===== config.mk =====
export PLATFORM = sky130hd
export DESIGN_NAME = fir_operand_seq_flat
export DESIGN_NICKNAME = d
export VERILOG_FILES = /design/src/rtl/fir_pkg.sv /design/src/rtl/fir_operand_seq_if.sv /design/src/rtl/fir_delay_line.sv /design/src/rtl/fir_operand_seq.sv /design/src/flat_wrapper.sv
export SDC_FILE = /design/constraint.sdc
export NUM_CORES = 2
export LEC_CHECK = 0
export CORE_AREA = 2 2 565 567
export DETAILED_ROUTE_END_ITERATION = 6
export DIE_AREA = 0 0 567 569
export GPL_TIMING_DRIVEN = 0
export PLACE_DENSITY = 0.49
export SYNTH_ARGS = -nofsm -noshare
export SYNTH_HDL_FRONTEND = slang
export SYNTH_SLANG_ARGS = --single-unit

===== constraint.sdc =====
create_clock -name clk -period 4.6 [get_ports clk]
set_input_delay 1.15 -clock clk [delete_from_list [all_inputs] [get_ports clk]]
set_output_delay 1.15 -clock clk [all_outputs]
set_load 0.1 [all_outputs]

===== src/rtl/fir_pkg.sv =====
// rtl/fir_pkg.sv - shared constants and types for the FIR operand sequencer
package fir_pkg;

  localparam int NTAPS = 64;
  localparam int DW    = 16;
  localparam int AW    = $clog2(NTAPS);

  localparam logic [1:0] SEL_ADD = 2'b00;
  localparam logic [1:0] SEL_MUL = 2'b01;

  typedef enum logic {
    ST_IDLE = 1'b0,
    ST_RUN  = 1'b1
  } state_t;

endpackage


===== src/rtl/fir_operand_seq_if.sv =====
// rtl/fir_operand_seq_if.sv - sample, coefficient and operand-pair bus of the sequencer
interface fir_operand_seq_if #(
  parameter int DW = fir_pkg::DW,
  parameter int AW = fir_pkg::AW
);

  logic          coef_we;
  logic [AW-1:0] coef_addr;
  logic [DW-1:0] coef_data;

  logic          in_valid;
  logic          in_ready;
  logic [DW-1:0] in_data;

  logic          op_valid;
  logic          op_ready;
  logic [DW-1:0] op_a;
  logic [DW-1:0] op_b;
  logic [1:0]    op_select;
  logic          op_first;
  logic          op_last;

  logic          busy;

  modport master (
    output coef_we, coef_addr, coef_data,
    output in_valid, in_data,
    input  in_ready,
    input  op_valid, op_a, op_b, op_select, op_first, op_last,
    output op_ready,
    input  busy
  );

  modport slave (
    input  coef_we, coef_addr, coef_data,
    input  in_valid, in_data,
    output in_ready,
    output op_valid, op_a, op_b, op_select, op_first, op_last,
    input  op_ready,
    output busy
  );

endinterface


===== src/rtl/fir_delay_line.sv =====
// rtl/fir_delay_line.sv - circular sample buffer with one write port and one indexed read
module fir_delay_line #(
  parameter int NTAPS = fir_pkg::NTAPS,
  parameter int DW    = fir_pkg::DW,
  parameter int AW    = fir_pkg::AW
) (
  input  logic          clk,
  input  logic          rst,
  input  logic          we,
  input  logic [AW-1:0] waddr,
  input  logic [DW-1:0] wdata,
  input  logic [AW-1:0] raddr,
  output logic [DW-1:0] rdata
);

  logic [DW-1:0] mem [NTAPS];

  always_ff @(posedge clk or negedge rst) begin
    if (!rst) begin
      for (int i = 0; i < NTAPS; i++) begin
        mem[i] <= '0;
      end
    end else if (we) begin
      mem[waddr] <= wdata;
    end
  end

  assign rdata = mem[raddr];

endmodule


===== src/rtl/fir_operand_seq.sv =====
// rtl/fir_operand_seq.sv - walks all taps for each accepted sample, presenting
// (x[n-k], c[k]) multiply pairs to a downstream ALU with a valid/ready handshake.
module fir_operand_seq
  import fir_pkg::*;
#(
  parameter int NTAPS = fir_pkg::NTAPS,
  parameter int DW    = fir_pkg::DW,
  parameter int AW    = fir_pkg::AW
) (
  input logic               clk,
  input logic               rst,
  fir_operand_seq_if.slave  bus
);

  state_t        state;
  logic [AW-1:0] wptr;
  logic [AW-1:0] k;
  logic [DW-1:0] coef [NTAPS];

  logic          accept;
  logic          handshake;
  logic          k_last;
  logic          run;
  logic [AW:0]   diff;
  logic [AW-1:0] raddr;
  logic [DW-1:0] rdata;

  assign run       = (state == ST_RUN);
  assign accept    = (state == ST_IDLE) && bus.in_valid;
  assign handshake = run && bus.op_ready;
  assign k_last    = (k == AW'(NTAPS - 1));

  // One extra bit on the subtraction exposes the borrow, so the wrap also
  // holds for tap counts that are not a power of two.
  assign diff  = {1'b0, wptr} - {1'b0, k};
  assign raddr = diff[AW] ? AW'(diff + (AW+1)'(NTAPS)) : diff[AW-1:0];

  fir_delay_line #(
    .NTAPS (NTAPS),
    .DW    (DW),
    .AW    (AW)
  ) u_delay (
    .clk   (clk),
    .rst   (rst),
    .we    (accept),
    .waddr (wptr),
    .wdata (bus.in_data),
    .raddr (raddr),
    .rdata (rdata)
  );

  // Coefficients only change between samples; a write in the accept cycle
  // lands before the first pair is read.
  always_ff @(posedge clk or negedge rst) begin
    if (!rst) begin
      for (int i = 0; i < NTAPS; i++) begin
        coef[i] <= '0;
      end
    end else if ((state == ST_IDLE) && bus.coef_we) begin
      coef[bus.coef_addr] <= bus.coef_data;
    end
  end

  always_ff @(posedge clk or negedge rst) begin
    if (!rst) begin
      state <= ST_IDLE;
      wptr  <= '0;
      k     <= '0;
    end else begin
      case (state)
        ST_IDLE: begin
          if (accept) begin
            k     <= '0;
            state <= ST_RUN;
          end
        end
        ST_RUN: begin
          if (handshake) begin
            if (k_last) begin
              k     <= '0;
              state <= ST_IDLE;
              wptr  <= (wptr == AW'(NTAPS - 1)) ? '0 : wptr + 1'b1;
            end else begin
              k <= k + 1'b1;
            end
          end
        end
        default: state <= ST_IDLE;
      endcase
    end
  end

  assign bus.in_ready  = (state == ST_IDLE);
  assign bus.busy      = run;
  assign bus.op_valid  = run;
  assign bus.op_select = run ? SEL_MUL : SEL_ADD;
  assign bus.op_first  = run && (k == '0);
  assign bus.op_last   = run && k_last;
  assign bus.op_a      = run ? rdata : '0;
  assign bus.op_b      = run ? coef[k] : '0;

endmodule


===== src/flat_wrapper.sv =====
// flat-port wrapper written by rule: the top's interface ports become plain ports
module fir_operand_seq_flat import fir_pkg::*;
#(
  parameter int NTAPS = fir_pkg::NTAPS,
  parameter int DW    = fir_pkg::DW,
  parameter int AW    = fir_pkg::AW
)
  (clk, rst, bus_coef_we, bus_coef_addr, bus_coef_data, bus_in_valid, bus_in_data, bus_in_ready, bus_op_valid, bus_op_a, bus_op_b, bus_op_select, bus_op_first, bus_op_last, bus_op_ready, bus_busy);
  fir_operand_seq_if #(.DW(DW), .AW(AW)) bus_i ();
  input logic clk;
  input logic rst;
  input wire logic [$bits(bus_i.coef_we)-1:0] bus_coef_we;
  input wire logic [$bits(bus_i.coef_addr)-1:0] bus_coef_addr;
  input wire logic [$bits(bus_i.coef_data)-1:0] bus_coef_data;
  input wire logic [$bits(bus_i.in_valid)-1:0] bus_in_valid;
  input wire logic [$bits(bus_i.in_data)-1:0] bus_in_data;
  output wire logic [$bits(bus_i.in_ready)-1:0] bus_in_ready;
  output wire logic [$bits(bus_i.op_valid)-1:0] bus_op_valid;
  output wire logic [$bits(bus_i.op_a)-1:0] bus_op_a;
  output wire logic [$bits(bus_i.op_b)-1:0] bus_op_b;
  output wire logic [$bits(bus_i.op_select)-1:0] bus_op_select;
  output wire logic [$bits(bus_i.op_first)-1:0] bus_op_first;
  output wire logic [$bits(bus_i.op_last)-1:0] bus_op_last;
  input wire logic [$bits(bus_i.op_ready)-1:0] bus_op_ready;
  output wire logic [$bits(bus_i.busy)-1:0] bus_busy;
  assign bus_i.coef_we = bus_coef_we;
  assign bus_i.coef_addr = bus_coef_addr;
  assign bus_i.coef_data = bus_coef_data;
  assign bus_i.in_valid = bus_in_valid;
  assign bus_i.in_data = bus_in_data;
  assign bus_in_ready = bus_i.in_ready;
  assign bus_op_valid = bus_i.op_valid;
  assign bus_op_a = bus_i.op_a;
  assign bus_op_b = bus_i.op_b;
  assign bus_op_select = bus_i.op_select;
  assign bus_op_first = bus_i.op_first;
  assign bus_op_last = bus_i.op_last;
  assign bus_i.op_ready = bus_op_ready;
  assign bus_busy = bus_i.busy;
  fir_operand_seq #(.NTAPS(NTAPS), .DW(DW), .AW(AW)) u_core (.clk(clk), .rst(rst), .bus(bus_i));
endmodule

## Yosys cells after proc, flatten, opt, wreduce, memory -nomap -nowiden

Cells that the tools add are included.

- Multiplexer cells: 25
- Bitwise operators: 5
- Add/subtract/negate cells: 4
- Reduce and logical (&&, ||, !) cells: 10
- $lt $le $gt $ge: 6
- Eq/ne operators: 4

Operators by type and width:

| kind | count |
|---|---|
| $bwmux 1024 | 2 |
| $bmux 16 s6 | 2 |
| $demux 16 s6 | 2 |
| $mux 16 | 8 |
| $mux 6 | 5 |
| $ge 7x7->1 const B | 4 |
| $not 6->7 | 4 |
| $add 6x1->6 const B | 3 |
| $lt 7x1->1 const B | 2 |
| $eq 6x6->1 const B | 2 |
| $pmux 6 s2 | 1 |
| $logic_and 1x1->1 | 7 |
| $sub 6x6->7 | 1 |
| $logic_not 6->1 | 1 |
| $mux 1 | 4 |
| $reduce_and 3->1 | 1 |
| $ne 2x1->1 const B | 1 |
| $ne 2x2->1 const B | 1 |
| $pmux 1 s2 | 1 |
| $reduce_and 2->1 | 1 |
| $not 1->1 | 1 |

- Register bits: 2061

## Longest topological paths before layout

- Word-level depth: 8
- Mapped depth: 14
- Mapped depth without buffers: 10

## Hierarchy

Synthesis repeated with hierarchy kept, for this count alone.

- Cells, all modules: 6138
- Area total of the unflattened synthesis: 94536.9 um^2

Modules (own cells, without submodules):

| module | cells each | sequential area each (um^2) | area an instance (um^2) | times used |
|---|---|---|---|---|
| fir_operand_seq | 3136 | 25949.9 | 47768.3 | 1 |
| fir_delay_line | 3002 | 25624.6 | 46768.6 | 1 |

## Least setup slack after synthesis

OpenSTA, ideal clock, no wires.

- Kind: register to output
- Start: register u_core.state (netlist: u_core.bus.busy)
- End: output bus_op_b[12]
- Data required time: 3.450 ns
- Stages on the path, launching flop included: 7
- Slack: -1.002 ns
- Arrival: 4.452 ns
- Cell sequence: dfrtp_1 -> buf_4 -> buf_2 -> clkbuf_1 -> nand2_1 -> clkbuf_1 -> o32ai_1

- Word-level cells in the longest chain between the ends: 1

Ends and longest elaborated chain:

| what | line | source |
|---|---|---|
| start, declared | fir_operand_seq.sv:15 | `state_t state;` |
| start signal, assigned | fir_operand_seq.sv:66 | `state <= ST_IDLE;` |
| start signal, assigned | fir_operand_seq.sv:74 | `state <= ST_RUN;` |
| start signal, assigned | fir_operand_seq.sv:81 | `state <= ST_IDLE;` |
| $mux 16 | fir_operand_seq.sv:100 | `assign bus.op_b = run ? coef[k] : '0;` |
| end, declared | flat_wrapper.sv:20 | `output wire logic [$bits(bus_i.op_b)-1:0] bus_op_b;` |

Every way passes these cells.

## Worst setup path in the final report

- Start: register u_core.k[1]
- End: output bus_op_a[11]

- Word-level cells in the longest chain between the ends: 8

Ends and longest elaborated chain:

| what | line | source |
|---|---|---|
| start, declared | fir_operand_seq.sv:17 | `logic [AW-1:0] k;` |
| start signal, assigned | fir_operand_seq.sv:84 | `k <= k + 1'b1;` |
| $sub 6x6->7 * | fir_operand_seq.sv:35 | `assign diff = {1'b0, wptr} - {1'b0, k};` |
| $add 6x1->6 | fir_operand_seq.sv:36 | `assign raddr = diff[AW] ? AW'(diff + (AW+1)'(NTAPS)) : diff[AW-1:0];` |
| $mux 6 * | fir_operand_seq.sv:36 |  |
| $not 6->7 (not written as such) * | fir_delay_line.sv:28 | `assign rdata = mem[raddr];` |
| $bmux 16 s6 * | fir_delay_line.sv:28 |  |
| $mux 16 (not written as such) * (2 in a row) | fir_delay_line.sv:28 |  |
| $mux 16 * | fir_operand_seq.sv:99 | `assign bus.op_a = run ? rdata : '0;` |
| end, declared | flat_wrapper.sv:19 | `output wire logic [$bits(bus_i.op_a)-1:0] bus_op_a;` |

Every way passes the cells marked *; elsewhere a longest branch is shown, timed or not. The select of a mux whose other input is x is not followed.

==> run metrics <==
RD Place Congestion=0.8639; Core Region=316,800 µm²; synth unique cells=69; post-route setup TNS=-19.45 ns; TritonRoute pass-1 iters=7; startpoint types=flip-flop; met2 GRT Util=32.81%; root buf cell=clkbuf_16; Worst-Skew Late Latency=0.90 ns; Max Clock Freq=182.3 MHz; Cells after Synth=6,299; flop and latch count out of synthesis=2,061; max_slew headroom=-3.276%; mux cell area share after synthesis=37.17%; reg-to-reg critical path endpoint=u_core.u_delay.mem[949]$_DFFE_PN0P_; Core Rows=207; TritonCTS Buffers=225; post-DR wirelength/cell=28.81 µm; Crit Path Category=flip-flop to output port; period utilization=119.3%; Detailed Place HPWL=228.5 mm; yosys warns=0; adder and majority cell fraction of the synthesized area=0.1272%; min cycle time layout=5.487 ns; area grow syn2layout=19.79%; Max Transition Viols Final=5; CTS tree=yes; Multi-input gate area=41,910 µm²; CP required=3.45 ns; Die W=567 µm; total power draw=53,730 µW; Worst Setup SP=u_core.k[1]$_DFFE_PN0P_; total wire length=319.5 mm; Compound-Gate Fraction of Synth Area=1.795%; FF-to-FF Start=u_core.bus.busy$_DFF_PN0_; unrepaired setup endpoints after global routing=yes; die footprint=322,600 µm²; initial antenna violation count=29; critical path's slowest cell=or4_4; skew final=0.05424 ns; register area share after synthesis=54.62%; Post-synth ARST share=100.0%; r2r setup slk=0.64 ns; # fillers=30.22k; dpl cell area=100,600 µm²; vias in the first global route=61.35k; crit-path most repeated cell=buf_12; First DRT Iteration DRCs=4,123; Critical Path AT=4.34 ns; CTS Sinks=2,061; initial core utilization=29.81%; H-Tree Depth=4; Max stage delay on crit path=0.59 ns; pin count of the biggest net entering global routing=173; final setup fails=32; vias=57.68k; post-route cell area=113,100 µm²; worst slew pin tran=1.535 ns; Vias/cell=5.201; # hold bufs at CTS=0; leakage power figure=0.05304 µW; register cell area after layout=51,590 µm²; CP Cell Sequence=buf_4 -> fa_2 -> buf_8 -> buf_12 -> buf_16 -> buf_12 -> buf_12 -> clkbuf_16 -> mux4_2 -> a22o_1 -> or4_4 -> buf_12; grt peak-use layer=met2; largest family of logic cells by synthesized area=multiplexers; Final Hold Fails=0; GRT Util Overall=19.62%; fin cells=11.09k; worst vdd ir=837.7 µV; first-pass GRT wire length=458.5 mm; Ports=82; crit end category=output port; number of enable flip-flop cells after synthesis=0; clock-pin slew on the worst setup and hold paths=0.07 ns; placed cells=10.54k; Synth Area in Simple Gates=3.507%; port bufs=47; syn_area_per_cell=14.99 µm²; clock buffer depth=4; failing checks=max-capacitance violations, max-slew violations, negative setup slack; setup slack at placement=-3.107 ns; grt met1 use=25.46%; outcome=complete, but fails checks; final net count=6,782; Post-Synth XOR/XNOR Area=0.1458%; routing usage on met3=3.149%; max-cap viol count=1; critical-path maximum fanout=5; cell area after synthesis=94,430 µm²; Register-to-Register Path Depth=6; fraction of layout cells with a size suffix above 1=52.06%; Main synth FF type=dfrtp_1; syn nets=6,351; Min-Delay Path Class=input pin to async pin; Vert. Die Dim=569 µm; post-route setup slack=-0.8869 ns; Power Dens Cells=475.0 nW/µm²; ANT nets after route=0; DRC errors left=0; grt ovf=0
-- worst max-delay path by stage --
stage / cells past startpoint / to
4_1_cts: 13 / bus_op_a[13]
3_3_place_gp: 1 / u_core.bus.busy$_DFF_PN0_
2_1_floorplan: 9 / bus_op_b[8]
5_1_grt: 12 / bus_op_a[11]
3_5_place_dp: 14 / bus_op_a[14]
6_report: 12 / bus_op_a[11]
-- worst max-delay path, delay by kind of cell (launching register included) --
kind | cells | cell delay (ns)
mux | 1 | 0.31
flops | 1 | 0.42
buf+inv | 8 | 1.23
compound gates | 1 | 0.24
fa+ha+maj | 1 | 0.57
simple gates | 1 | 0.59
-- final cells by class --
class	count	area share (%)
plain buffers	567	3.577
clock inverters	64	0.7665
diodes	4	0.008849
well taps	4180	4.623
multi-input cells	3657	37.05
inverters	9	0.04314
repair buffers	209	2.464
clock buffers	339	5.863
flip-flops and latches	2061	45.60
-- sequential cells by signal, summed over array words and instances (netlist names) --
signal	cells
u_core.coef	1024
u_core.wptr	6
u_core.bus.busy	1
u_core.u_delay.mem	1024
u_core.k	6
-- routing by layer --
metal  share of wire [%]  vias up
li1                    -    24080
met1                  42    31560
met2                  49     1462
met3                 4.8      560
met4                 4.4       22
met5               0.045        -
-- timing repair --
item / CTS / global route
gates cloned: 9 / 0
pin swaps: 84 / 81
setup buffers: 92 / 47
setup endpoints to repair: 34 / 33
resized for setup: 1030 / 107
-- layout by cell type (no fill, tap or decap), types with 69 or more instances in the layout --
master / instances
dfrtp_1: 2053
mux4_2: 493
nand2_1: 338
buf_12: 81
buf_2: 69
clkbuf_16: 247
clkbuf_1: 339
buf_4: 129
nor2_1: 195
mux2_2: 2062
-- cell usage after synthesis, types with 10 or more instances --
cell | instances | area, µm²
a211o_1 | 17 | 148.9
a21oi_1 | 58 | 290.3
a22o_1 | 28 | 245.2
a31oi_1 | 28 | 175.2
and3_1 | 33 | 206.5
buf_1 | 59 | 221.5
buf_2 | 138 | 690.7
buf_4 | 18 | 135.1
clkbuf_1 | 348 | 1306
dfrtp_1 | 2061 | 51570
mux2_2 | 2065 | 23250
mux2i_1 | 74 | 740.7
mux4_2 | 493 | 11100
nand2_1 | 356 | 1336
nand3_1 | 69 | 345.3
nor2_1 | 212 | 795.8
nor3_1 | 12 | 60.06
o21ai_0 | 25 | 125.1
o22ai_1 | 29 | 181.4
o31ai_1 | 10 | 75.07
or4_1 | 14 | 105.1
-- per-stage QoR --
step / hold slack (ns) / util [%]
6_report: 0.1603 / 35.71
5_1_grt: 0.1824 / 35.71
4_1_cts: 0.1620 / 35.47
3_5_place_dp: 0.4870 / 31.77
3_3_place_gp: 0.4812 / 31.63
2_1_floorplan: 0.4737 / -
-- cell families (layout without fill, tap and decap cells) --
family / count (synthesis) / in the layout
multiplexers: 2632 / 2632
flip-flops: 2061 / 2061
buffers and inverters: 581 / 1188
XOR/XNOR: 11 / 11
other: 1 / 5
AND/OR/NAND/NOR: 758 / 758
AO/OA/AOI/OAI: 246 / 246
adder cells (fa/ha/maj): 9 / 9
-- report_power, final --
group	switching [µW]	internal, µW
combinational	10700	5950
clock	7720	11000
sequential	82.6	18200
Note: power is estimated with default switching activity, not from simulation.
